<file path="src/rtl/med_line_buf_ctrl.sv">
// Line-buffer sequencer for the 3x3 median front end: drives two line-delay FIFOs
// and emits aligned top/mid/bot columns. Optional FIFO protocol check: MLB_ERR_CHECK_EN.
module med_line_buf_ctrl #(
    parameter int C_DATA_WIDTH = 8,
    parameter int C_IMG_WIDTH  = 640,
    parameter int C_IMG_HEIGHT = 480
) (
    input  logic                    clk,
    input  logic                    rst_n,
    input  logic                    s_valid,
    output logic                    s_ready,
    input  logic [C_DATA_WIDTH-1:0] s_data,
    output logic                    fifo_rst,
    output logic                    fifo0_wr_en,
    output logic [C_DATA_WIDTH-1:0] fifo0_din,
    output logic                    fifo0_rd_en,
    input  logic [C_DATA_WIDTH-1:0] fifo0_dout,
    input  logic                    fifo0_full,
    input  logic                    fifo0_empty,
    output logic                    fifo1_wr_en,
    output logic [C_DATA_WIDTH-1:0] fifo1_din,
    output logic                    fifo1_rd_en,
    input  logic [C_DATA_WIDTH-1:0] fifo1_dout,
    input  logic                    fifo1_full,
    input  logic                    fifo1_empty,
    output logic                    m_valid,
    output logic [C_DATA_WIDTH-1:0] m_top,
    output logic [C_DATA_WIDTH-1:0] m_mid,
    output logic [C_DATA_WIDTH-1:0] m_bot,
    output logic                    m_eol,
    output logic                    m_eof,
    output logic                    err
);

    localparam int CW = (C_IMG_WIDTH  > 1) ? $clog2(C_IMG_WIDTH)  : 1;
    localparam int RW = (C_IMG_HEIGHT > 1) ? $clog2(C_IMG_HEIGHT) : 1;

    typedef enum logic [2:0] {
        S_IDLE,
        S_FILL0,
        S_FILL1,
        S_RUN,
        S_CLEAR
    } state_t;

    state_t state_q, state_d;

    logic [CW-1:0] col_q, col_d;
    logic [RW-1:0] row_q, row_d;

    logic                    m_valid_q, m_valid_d;
    logic [C_DATA_WIDTH-1:0] m_top_q, m_top_d;
    logic [C_DATA_WIDTH-1:0] m_mid_q, m_mid_d;
    logic [C_DATA_WIDTH-1:0] m_bot_q, m_bot_d;
    logic                    m_eol_q, m_eol_d;
    logic                    m_eof_q, m_eof_d;

    logic xfer;
    logic col_last;
    logic row_last;

    assign s_ready   = (state_q != S_CLEAR);
    assign xfer      = s_valid & s_ready;
    assign col_last  = (col_q == CW'(C_IMG_WIDTH - 1));
    assign row_last  = (row_q == RW'(C_IMG_HEIGHT - 1));
    assign fifo0_din = s_data;
    assign fifo1_din = fifo0_dout;

    always_comb begin
        state_d     = state_q;
        col_d       = col_q;
        row_d       = row_q;
        fifo_rst    = 1'b0;
        fifo0_wr_en = 1'b0;
        fifo0_rd_en = 1'b0;
        fifo1_wr_en = 1'b0;
        fifo1_rd_en = 1'b0;
        m_valid_d   = 1'b0;
        m_top_d     = m_top_q;
        m_mid_d     = m_mid_q;
        m_bot_d     = m_bot_q;
        m_eol_d     = 1'b0;
        m_eof_d     = 1'b0;

        // raster position advance shared by every pixel-consuming state
        if (xfer && state_q != S_IDLE) begin
            if (col_last) begin
                col_d = '0;
                row_d = row_q + RW'(1);
            end else begin
                col_d = col_q + CW'(1);
            end
        end

        unique case (state_q)
            S_IDLE: begin
                if (xfer) begin
                    fifo0_wr_en = 1'b1;
                    col_d       = CW'(1);
                    row_d       = '0;
                    state_d     = S_FILL0;
                end
            end
            S_FILL0: begin
                if (xfer) begin
                    fifo0_wr_en = 1'b1;
                    if (col_last) state_d = S_FILL1;
                end
            end
            S_FILL1: begin
                if (xfer) begin
                    fifo0_rd_en = 1'b1;
                    fifo0_wr_en = 1'b1;
                    fifo1_wr_en = 1'b1;
                    if (col_last) state_d = S_RUN;
                end
            end
            S_RUN: begin
                if (xfer) begin
                    fifo0_rd_en = 1'b1;
                    fifo0_wr_en = 1'b1;
                    fifo1_rd_en = 1'b1;
                    fifo1_wr_en = 1'b1;
                    m_valid_d   = 1'b1;
                    m_bot_d     = s_data;
                    m_mid_d     = fifo0_dout;
                    m_top_d     = fifo1_dout;
                    m_eol_d     = col_last;
                    m_eof_d     = col_last & row_last;
                    if (col_last && row_last) state_d = S_CLEAR;
                end
            end
            S_CLEAR: begin
                fifo_rst = 1'b1;
                col_d    = '0;
                row_d    = '0;
                state_d  = S_IDLE;
            end
            default: begin
                col_d   = '0;
                row_d   = '0;
                state_d = S_IDLE;
            end
        endcase
    end

    always_ff @(posedge clk or negedge rst_n) begin
        if (!rst_n) begin
            state_q   <= S_IDLE;
            col_q     <= '0;
            row_q     <= '0;
            m_valid_q <= 1'b0;
            m_top_q   <= '0;
            m_mid_q   <= '0;
            m_bot_q   <= '0;
            m_eol_q   <= 1'b0;
            m_eof_q   <= 1'b0;
        end else begin
            state_q   <= state_d;
            col_q     <= col_d;
            row_q     <= row_d;
            m_valid_q <= m_valid_d;
            m_top_q   <= m_top_d;
            m_mid_q   <= m_mid_d;
            m_bot_q   <= m_bot_d;
            m_eol_q   <= m_eol_d;
            m_eof_q   <= m_eof_d;
        end
    end

    assign m_valid = m_valid_q;
    assign m_top   = m_top_q;
    assign m_mid   = m_mid_q;
    assign m_bot   = m_bot_q;
    assign m_eol   = m_eol_q;
    assign m_eof   = m_eof_q;

`ifdef MLB_ERR_CHECK_EN
    logic err_q, err_d;

    // sticky: only rst_n clears it, fifo_rst does not
    always_comb begin
        err_d = err_q
              | (fifo0_wr_en & fifo0_full)
              | (fifo0_rd_en & fifo0_empty)
              | (fifo1_wr_en & fifo1_full)
              | (fifo1_rd_en & fifo1_empty);
    end

    always_ff @(posedge clk or negedge rst_n) begin
        if (!rst_n) begin
            err_q <= 1'b0;
        end else begin
            err_q <= err_d;
        end
    end

    assign err = err_q;
`else
    logic unused_flags;

    assign unused_flags = ^{fifo0_full, fifo0_empty, fifo1_full, fifo1_empty};
    assign err          = 1'b0;
`endif

endmodule

</file>
<file path="config.mk">
export PLATFORM = sky130hd
export DESIGN_NAME = med_line_buf_ctrl
export DESIGN_NICKNAME = d
export VERILOG_FILES = /design/src/rtl/med_line_buf_ctrl.sv
export SDC_FILE = /design/constraint.sdc
export NUM_CORES = 1
export LEC_CHECK = 0
export BUFFER_PORTS_ARGS = -buffer_cell sky130_fd_sc_hd__buf_2
export CORE_MARGIN = 2
export CORE_UTILIZATION = 51
export DETAILED_ROUTE_END_ITERATION = 12
export GPL_ROUTABILITY_DRIVEN = 0
export PLACE_DENSITY = 0.76
export SYNTH_ARGS = -nofsm -noshare
export SYNTH_HDL_FRONTEND = slang
export SYNTH_SLANG_ARGS = --single-unit
</file>
<file path="constraint.sdc">
create_clock -name clk -period 2.4 [get_ports clk]
set_input_delay 0.72 -clock clk [delete_from_list [all_inputs] [get_ports clk]]
set_output_delay 0.72 -clock clk [all_outputs]
set_load 0.02 [all_outputs]
</file>
# [Word level (Yosys, flattened, before mapping)]
# Cells that the tools add are included.
# Widths: inputs -> output; s select.
[totals] out_inout_bits=50 input_bits=31 ff_bits=49 wordCells=61
[classes] add_sub_neg=2 n_bitwise=2 muxes=25 reduce_logical=9 n_eq_ne=14
[op_table] operator="$mux 10" n=3
[op_table] operator="$mux 9" n=3
[op_table] operator="$mux 3" n=7
[op_table] operator="$pmux 10 s2" n=1
[op_table] operator="$pmux 9 s2" n=1
[op_table] operator="$ne 2x2->1 const B" n=7
[op_table] operator="$pmux 3 s4" n=1
[op_table] operator="$add 10x1->10 const B" n=1
[op_table] operator="$eq 10x10->1 const B" n=1
[op_table] operator="$add 9x1->9 const B" n=1
[op_table] operator="$eq 9x9->1 const B" n=1
[op_table] operator="$mux 1" n=9
[op_table] operator="$reduce_and 7->1" n=1
[op_table] operator="$eq 3x2->1 const B" n=2
[op_table] operator="$reduce_or 4->1" n=1
[op_table] operator="$eq 3x1->1 const B" n=1
[op_table] operator="$eq 3x3->1 const B" n=1
[op_table] operator="$logic_not 3->1" n=1
[op_table] operator="$ne 3x3->1 const B" n=1
[op_table] operator="$reduce_bool 3->1" n=1
[op_table] operator="$reduce_or 3->1" n=1
[op_table] operator="$and 1x1->1" n=2
[op_table] operator="$logic_and 1x1->1" n=2
[op_table] operator="$reduce_and 2->1" n=1
[op_table] operator="$reduce_or 2->1" n=1

# [Logic depth before layout (Yosys ltp)]
# Gate-level depths: netlist of run 1.
[depth] ltp_word=6 depth_mapped=6 depth_no_buf=5

# [Least setup slack after synthesis of run 1]
# OpenSTA, ideal clock, no wires.
[synth_path] kind="input port to output port" start="input port s_valid" end="output port fifo1_rd_en" path_buffers=1 setup_slack_ps=-232 cell_stages=4 arrival_time_ps=1912 required_time_ps=1680 path_cell_list="nor2b_1 nand3_1 clkbuf_1 inv_1"
[synth_between] elab_chain_len=3
[synth_rtl] element="start: declaration" line_no="10" source="input logic s_valid,"
[synth_rtl] element="$and 1x1->1" line_no="63" source="assign xfer = s_valid & s_ready;"
[synth_rtl] element="$mux 1" line_no="119" source="if (xfer) begin"
[synth_rtl] element="$mux 1" line_no="95" source="unique case (state_q)"
[synth_rtl] element="end: declaration" line_no="22" source="output logic fifo1_rd_en,"
# No other way between the ends.

# [Worst setup path after layout of run 1]
# Ends and elaborated chain as after synthesis.

==> summary.txt, run 1 <==
CTS
  • Worst skew pair latency: 0.30 ns
  • CTS tree: done
  • H-Tree Depth: 2
  • Clk buf depth: 2
  • Post-CTS sizing: 0
  • CTS Buf Count: 5
  • Cts hold-fix bufs: 0
  • Clk root buf: clkbuf_8
  • Clk slew on worst S/H paths: ~0.090 ns
  • Setup bufs post-CTS: 0
  • Sink Count: 49

Power
  • Max IR drop VDD: 0.0003949 V
  • Sw frac: between 20% and 30%
  • Total power after layout: roughly 1.8 mW
  • Static Leak: approximately 1.6 nW
  • Internal: 1.296 mW
  • Switching power total: between 0.5 and 0.6 mW
  • Reg power frac: between 50% and 60%
  • Clock network fraction of total power: between 30 and 40%
  • Logic pwr share: 13.9%
  • Power Density: slightly above 600 mW/mm^2

Placement
  • Cell total after placement: between 300 and 400
  • Detailed Place HPWL: between 4000 and 5000 um
  • Port Buffers: 75

Global routing
  • Gr ovfl total: 0
  • Largest net degree at the start of global routing: 29
  • First-pass GRT wire length: between 8000 and 9000 um
  • Vias in the first global route: between 1500 and 2000
  • Initial antenna violation count: 0
  • GR Util All Layers: 20.45%

Synth
  • Async S/R FF share, synth: 100.0%
  • Share of the synthesized area in the top cell type: between 40 and 50%
  • Synth unique cells: 47
  • Cell count after synthesis: roughly 230
  • Post-synth EDFFs: 0
  • Main synth FF type: dfrtp_1
  • Synthesized area: approximately 0.0025 mm^2
  • Syn avg cell area: between 10 and 15 um^2
  • Yosys warnings: 0
  • Synth area leaders: dfrtp_1 49%, mux2_2 11%, buf_4 5.6%, a31oi_1 2.5%, nor2_1 1.8%
  • #FFs+latches synth: between 40 and 50
  • Biggest area consumer among synthesized cells: dfrtp_1
  • Syn_nets: about 270
  • Post-synthesis sequential area ratio: between 40% and 50%

Detailed routing
  • Routed WL per cell: between 15 and 20 um
  • Vias per cell: between 5 and 6
  • DR vias: 2043
  • DRC viols: 0
  • DR iter-0 viols: about 160
  • Drt pass-1 iters: 4
  • Final wirelength: about 5500 um
  • Antenna Nets Post-Route: 0

STA
  • Max Fclk: around 0.45 GHz
  • Fin crit share: between 90% and 100%
  • RSZ-0062 raised after global routing: false
  • Final Hold Viols: 0
  • Slew @ Worst Pin: between 0.6 and 0.7 ns
  • Slew margin rel.: between 50 and 60%
  • Fin Clk Skew: about 0.0051 ns
  • Fin crit period: between 2 and 2.5 ns
  • Setup_tns: 0 ns
  • Final setup vio count: 0
  • Final Max Tran Viols: 0

Final layout
  • Most frequent cells in the layout: 75 x buf_2, 49 x dfrtp_1, 24 x mux2_2
  • Share of layout cells above drive strength 1: 42.91%
  • Util after Layout: between 60% and 70%
  • Finished Layout Cells: 363
  • Final nets: around 330
  • Commonest non-fill, non-tap cell in the layout: buf_2
  • Area grow syn2layout: 18.18%
  • Antenna Diode Count: 0

Worst setup path
  • Reg2reg setup slack: between 0.3 and 0.4 ns
  • Cells along the critical path: buf_2, nor2b_2, nand3_1, inv_1, buf_2
  • Crit path required time: 1.68 ns
  • Worst-path maximum fanout: 10
  • Bufs and invs on worst path: 3
  • Crit path max-delay family: buffers and inverters
  • CP max stage delay: around 0.24 ns
  • Critical Path Slowest Stage Cell: nor2b_2
  • Crit end category: primary output
  • CP Class: in -> out
  • Critical path startpoint category: input pin
  • Crit path DAT: 1.53 ns
  • Top cell by count, worst path: buf_2

Floorplanning
  • Core ar.: 0.004755 mm^2
  • Initial core utilization: a little over half
  • I/O pin total: 81
  • FP Rows: 25
  • Die width: 74.38 um
  • Die area: between 0.005 and 0.006 mm^2
  • Die height: between 70 and 80 um

Job
  • Max-capacitance violation count: 0

Status
  • Status: complete, no violations

Min path
  • Hold WC Path Type: in -> async
state kept, by name, summed over array words and instances, names as in the netlist:
signal and count:
m_bot 8, m_eol 1, col_q 10, m_valid 1, m_eof 1, m_mid 8
m_top 8, state_q 3, row_q 9
power groups by stage:
| stage | Clock [mW] | Sequential [mW] | Combinational (mW) |
|---|---|---|---|
| 6_report | 0.588 | 0.971 | 0.251 |
| 5_1_grt | 0.633 | 0.984 | 0.286 |
| 4_1_cts | 0.604 | 0.969 | 0.252 |
| 3_5_place_dp | 0 | 0.984 | 0.253 |
| 3_3_place_gp | 0 | 0.982 | 0.243 |
| 2_1_floorplan | 0 | 0.922 | 0.258 |
stage by stage:
stage / cell area (um^2) / hold WS [ns] / setup slack [ns]
after global routing: 2985 / 0.4640 / 0.06528
after detailed placement: 2874 / 0.4877 / 0.1502
final: 2985 / 0.4199 / 0.1534
after CTS: 2985 / 0.4347 / 0.1478
after global placement: 2874 / 0.4809 / 0.1614
after floorplan: 2534 / 0.4244 / -0.06087
path summary, 6_finish.rpt:
path,start,endpoint,cells past startpoint
worst min register to register,m_bot[5],m_bot[5],1
max in group asynchronous,rst_n,m_bot[4],2
worst min-delay path,rst_n,m_eol,1
worst max-delay path,s_valid,fifo1_rd_en,5
worst max register to register,col_q[0],row_q[7],5
min in group clk,m_bot[5],m_bot[5],1
synth_stat cells (2+ instances only):
master and instances:
a22o_1 2, nand4_1 3, xor2_1 2, and2_1 2, nand2_1 9, o311ai_1 2, ha_1 2, and3_1 5
nor3_1 4, a21oi_1 8, clkbuf_1 7, mux2_2 24, inv_1 11, nor2_1 12, nand3_1 7, o211ai_1 6
buf_2 4, a31o_2 2, a31oi_1 10, nor4_1 6, o41ai_1 3, dfrtp_1 49, buf_4 19, o21ai_0 7
nand3_4 2, or4_4 2, or4_1 4
layout make-up:
class,instances,area [um^2]
tap,67,83.83
clock buffer,6,72.57
fill,406,1769
multi-input combinational,143,1072
clock inverter,2,38.79
inverter,11,41.29
timing repair buffer,85,450.4
sequential,49,1226
cells by family (layout without fill, tap and decap cells):
kind of cell,Yosys count,count (layout),synth area share (%)
compound gates,47,47,12.68
simple gates,67,67,16.94
fa+ha+maj,2,2,0.9904
buf+inv,42,104,9.312
mux,24,24,10.70
other cells,1,1,0.1484
flops,49,49,48.54
xor+xnor,2,2,0.6935
routing by layer:
metal  vias up  part of all wire, %  track usage [%]
li1        965                    -                -
met1       992                   42            27.30
met2        79                   51            33.33
met3         7                  5.3            4.878
met4         0                  1.3            6.151
met5         -                    0                0
No activity file was read; power rests on OpenSTA's default activity.
==> inputs of run 2 (changes only) <==
CORE_ASPECT_RATIO = 1.5   (was default)
==> run 2 against run 1 <==
Flip-flop and latch count unchanged. Clock power down 20%. Hold slack improved by 0.017 ns. Routed wire length is 2.6% lower. Critical path depth unchanged.
==> summary.txt, run 2 (same netlist as run 1, synthesis figures left out) <==
Global routing
  • GR Util All Layers: 20.73% (+0.28 points)
  • First-pass GRT wire length: 8907 um (+3.0%)
  • Vias in the first global route: 1958 (+6.0%)
  • Initial antenna violation count: 0 (unchanged)
  • Gr ovfl total: 0 (unchanged)
  • Largest net degree at the start of global routing: 31 (+6.9%)

CTS
  • Clk slew on worst S/H paths: 0.09 ns (about the same)
  • Post-CTS sizing: 0 (unchanged)
  • Cts hold-fix bufs: 0 (unchanged)
  • Clk root buf: clkbuf_8
  • Sink Count: 49 (unchanged)
  • H-Tree Depth: 2 (unchanged)
  • Clk buf depth: 2 (unchanged)
  • CTS tree: done
  • CTS Buf Count: 5 (unchanged)
  • Worst skew pair latency: 0.30 ns (about the same)
  • Setup bufs post-CTS: 0 (unchanged)

Floorplanning
  • Core ar.: 0.004810 mm^2 (+1.2%)
  • Die height: 90.20 um (+21%)
  • Die width: 61.47 um (-17%)
  • Initial core utilization: 52.52% (-0.61 points)
  • I/O pin total: 81 (unchanged)
  • FP Rows: 31 (+24%)
  • Die area: 0.005544 mm^2 (+0.21%)

Detailed routing
  • Routed WL per cell: 14.71 um (-2.1%)
  • DRC viols: 0 (unchanged)
  • Antenna Nets Post-Route: 0 (unchanged)
  • DR iter-0 viols: 91 (-41%)
  • Final wirelength: 5309 um (-2.6%)
  • Vias per cell: 5.515 (-2.0%)
  • Drt pass-1 iters: 4 (unchanged)
  • DR vias: 1991 (-2.5%)

Worst setup path
  • Crit path DAT: 1.50 ns (-0.03 ns)
  • Crit end category: primary output
  • CP Class: in -> out
  • Worst R2R End: row_q[7]
  • Worst-path maximum fanout: 7 (-3)
  • Crit path required time: 1.68 ns (about the same)
  • Critical path startpoint category: input pin
  • Reg2reg setup slack: 0.40 ns (+0.02 ns)
  • R2r startpoint: col_q[0]
  • Crit path from: s_valid
  • R2R cell count: 5 (unchanged)

STA
  • Slew @ Worst Pin: 0.8885 ns (+0.2603 ns)
  • Slew margin rel.: 40.14% (-18 points)
  • Fin Clk Skew: 0.006458 ns (+0.001342 ns)
  • Final Max Tran Viols: 0 (unchanged)
  • Final Hold Viols: 0 (unchanged)
  • Fin crit period: 2.217 ns (-0.02958 ns)
  • Final setup vio count: 0 (unchanged)
  • Setup_tns: 0 ns (unchanged)
  • Max Fclk: 0.4511 GHz (+1.3%)
  • RSZ-0062 raised after global routing: false
  • Fin crit share: 92.37% (-1.2 points)

Final layout
  • Antenna Diode Count: 0 (unchanged)
  • Util after Layout: 61.39% (-1.4 points)
  • Register area: 0.001226 mm^2 (unchanged)
  • Filler instances: 431 (+6.2%)
  • Multi-input gate area: 0.001072 mm^2 (unchanged)
  • Area grow syn2layout: 16.89%
  • Final nets: 327 (-0.30%)
  • Commonest non-fill, non-tap cell in the layout: buf_2
  • Design Area, Final: 0.002953 mm^2 (-1.1%)
  • Max reg flops: 10 (unchanged)
  • Share of layout cells above drive strength 1: 42.71% (-0.19 points)
  • Finished Layout Cells: 361 (-0.55%)
  • Most flop-heavy register: col_q
  • Largest registers: col_q x10, row_q x9
  • Most frequent cells in the layout: 75 x buf_2, 49 x dfrtp_1, 24 x mux2_2

Status
  • Status: complete, no violations

Power
  • Total power after layout: 1.691 mW (-6.6%)
  • Max IR drop VDD: 0.0003943 V (-0.13%)
  • Static Leak: 1.529 nW (-1.5%)
  • Power Density: 572.6 mW/mm^2 (-5.6%)

Job
  • Max-capacitance violation count: 0 (unchanged)

Min path
  • Hold WC Path Type: in -> async

Placement
  • Placement Cell Area: 0.002865 mm^2 (-0.30%)
  • Detailed Place HPWL: 4032 um (+0.56%)
  • Port Buffers: 75 (unchanged)
  • Cell total after placement: 353 (-0.56%)
-- run 2: changes by cell type in the layout (fill, tap and decap cells not counted) --
cell / delta
bufinv_16: -1
clkinvlp_4: +2
buf_4: -1
clkinv_4: -1
-- run 2: layer usage --
layer | vias to the layer above | share of wire (%) | track usage (%)
met5 | - | 0 | 0
met4 | 0 | 1.8 | 6.560
met3 | 8 | 3.2 | 3.741
met2 | 40 | 56 | 36.52
met1 | 978 | 39 | 24.40
li1 | 965 | - | -
-- run 2: worst max-delay path: stages --
cell and delay [ns]:
buf_2 0.18, nor2b_2 0.20, nand3_1 0.12, inv_1 0.10, buf_2 0.17
-- run 2: final cells by class --
cell class,instances,share of cell area (%)
multi-input combinational,143,36.31
clock inverter,2,0.5085
tap,66,2.797
timing repair buffer,84,15.00
clock buffer,6,2.458
sequential,49,41.53
inverter,11,1.398
-- run 2: power by group --
group	internal [mW]	switching, mW	leakage [nW]
sequential	0.873	0.0971	0.658
clock	0.205	0.263	0.0374
combinational	0.111	0.141	0.833
total	1.19	0.502	1.53
-- run 2: worst max path at each step --
| stage | to | cells after the start |
|---|---|---|
| 6_report | fifo1_rd_en | 5 |
| 3_5_place_dp | col_q[9] | 6 |
| 2_1_floorplan | fifo1_rd_en | 4 |
| 4_1_cts | fifo1_rd_en | 5 |
| 5_1_grt | fifo1_rd_en | 5 |
| 3_3_place_gp | fifo1_rd_en | 5 |
-- run 2: through the flow --
stage	hold slack, ns	setup slack [ns]
final	0.4369	0.1830
after global routing	0.4863	0.09822
after CTS	0.4552	0.1661
after detailed placement	0.4879	0.1398
after global placement	0.4809	0.1814
after floorplan	0.4244	-0.06087
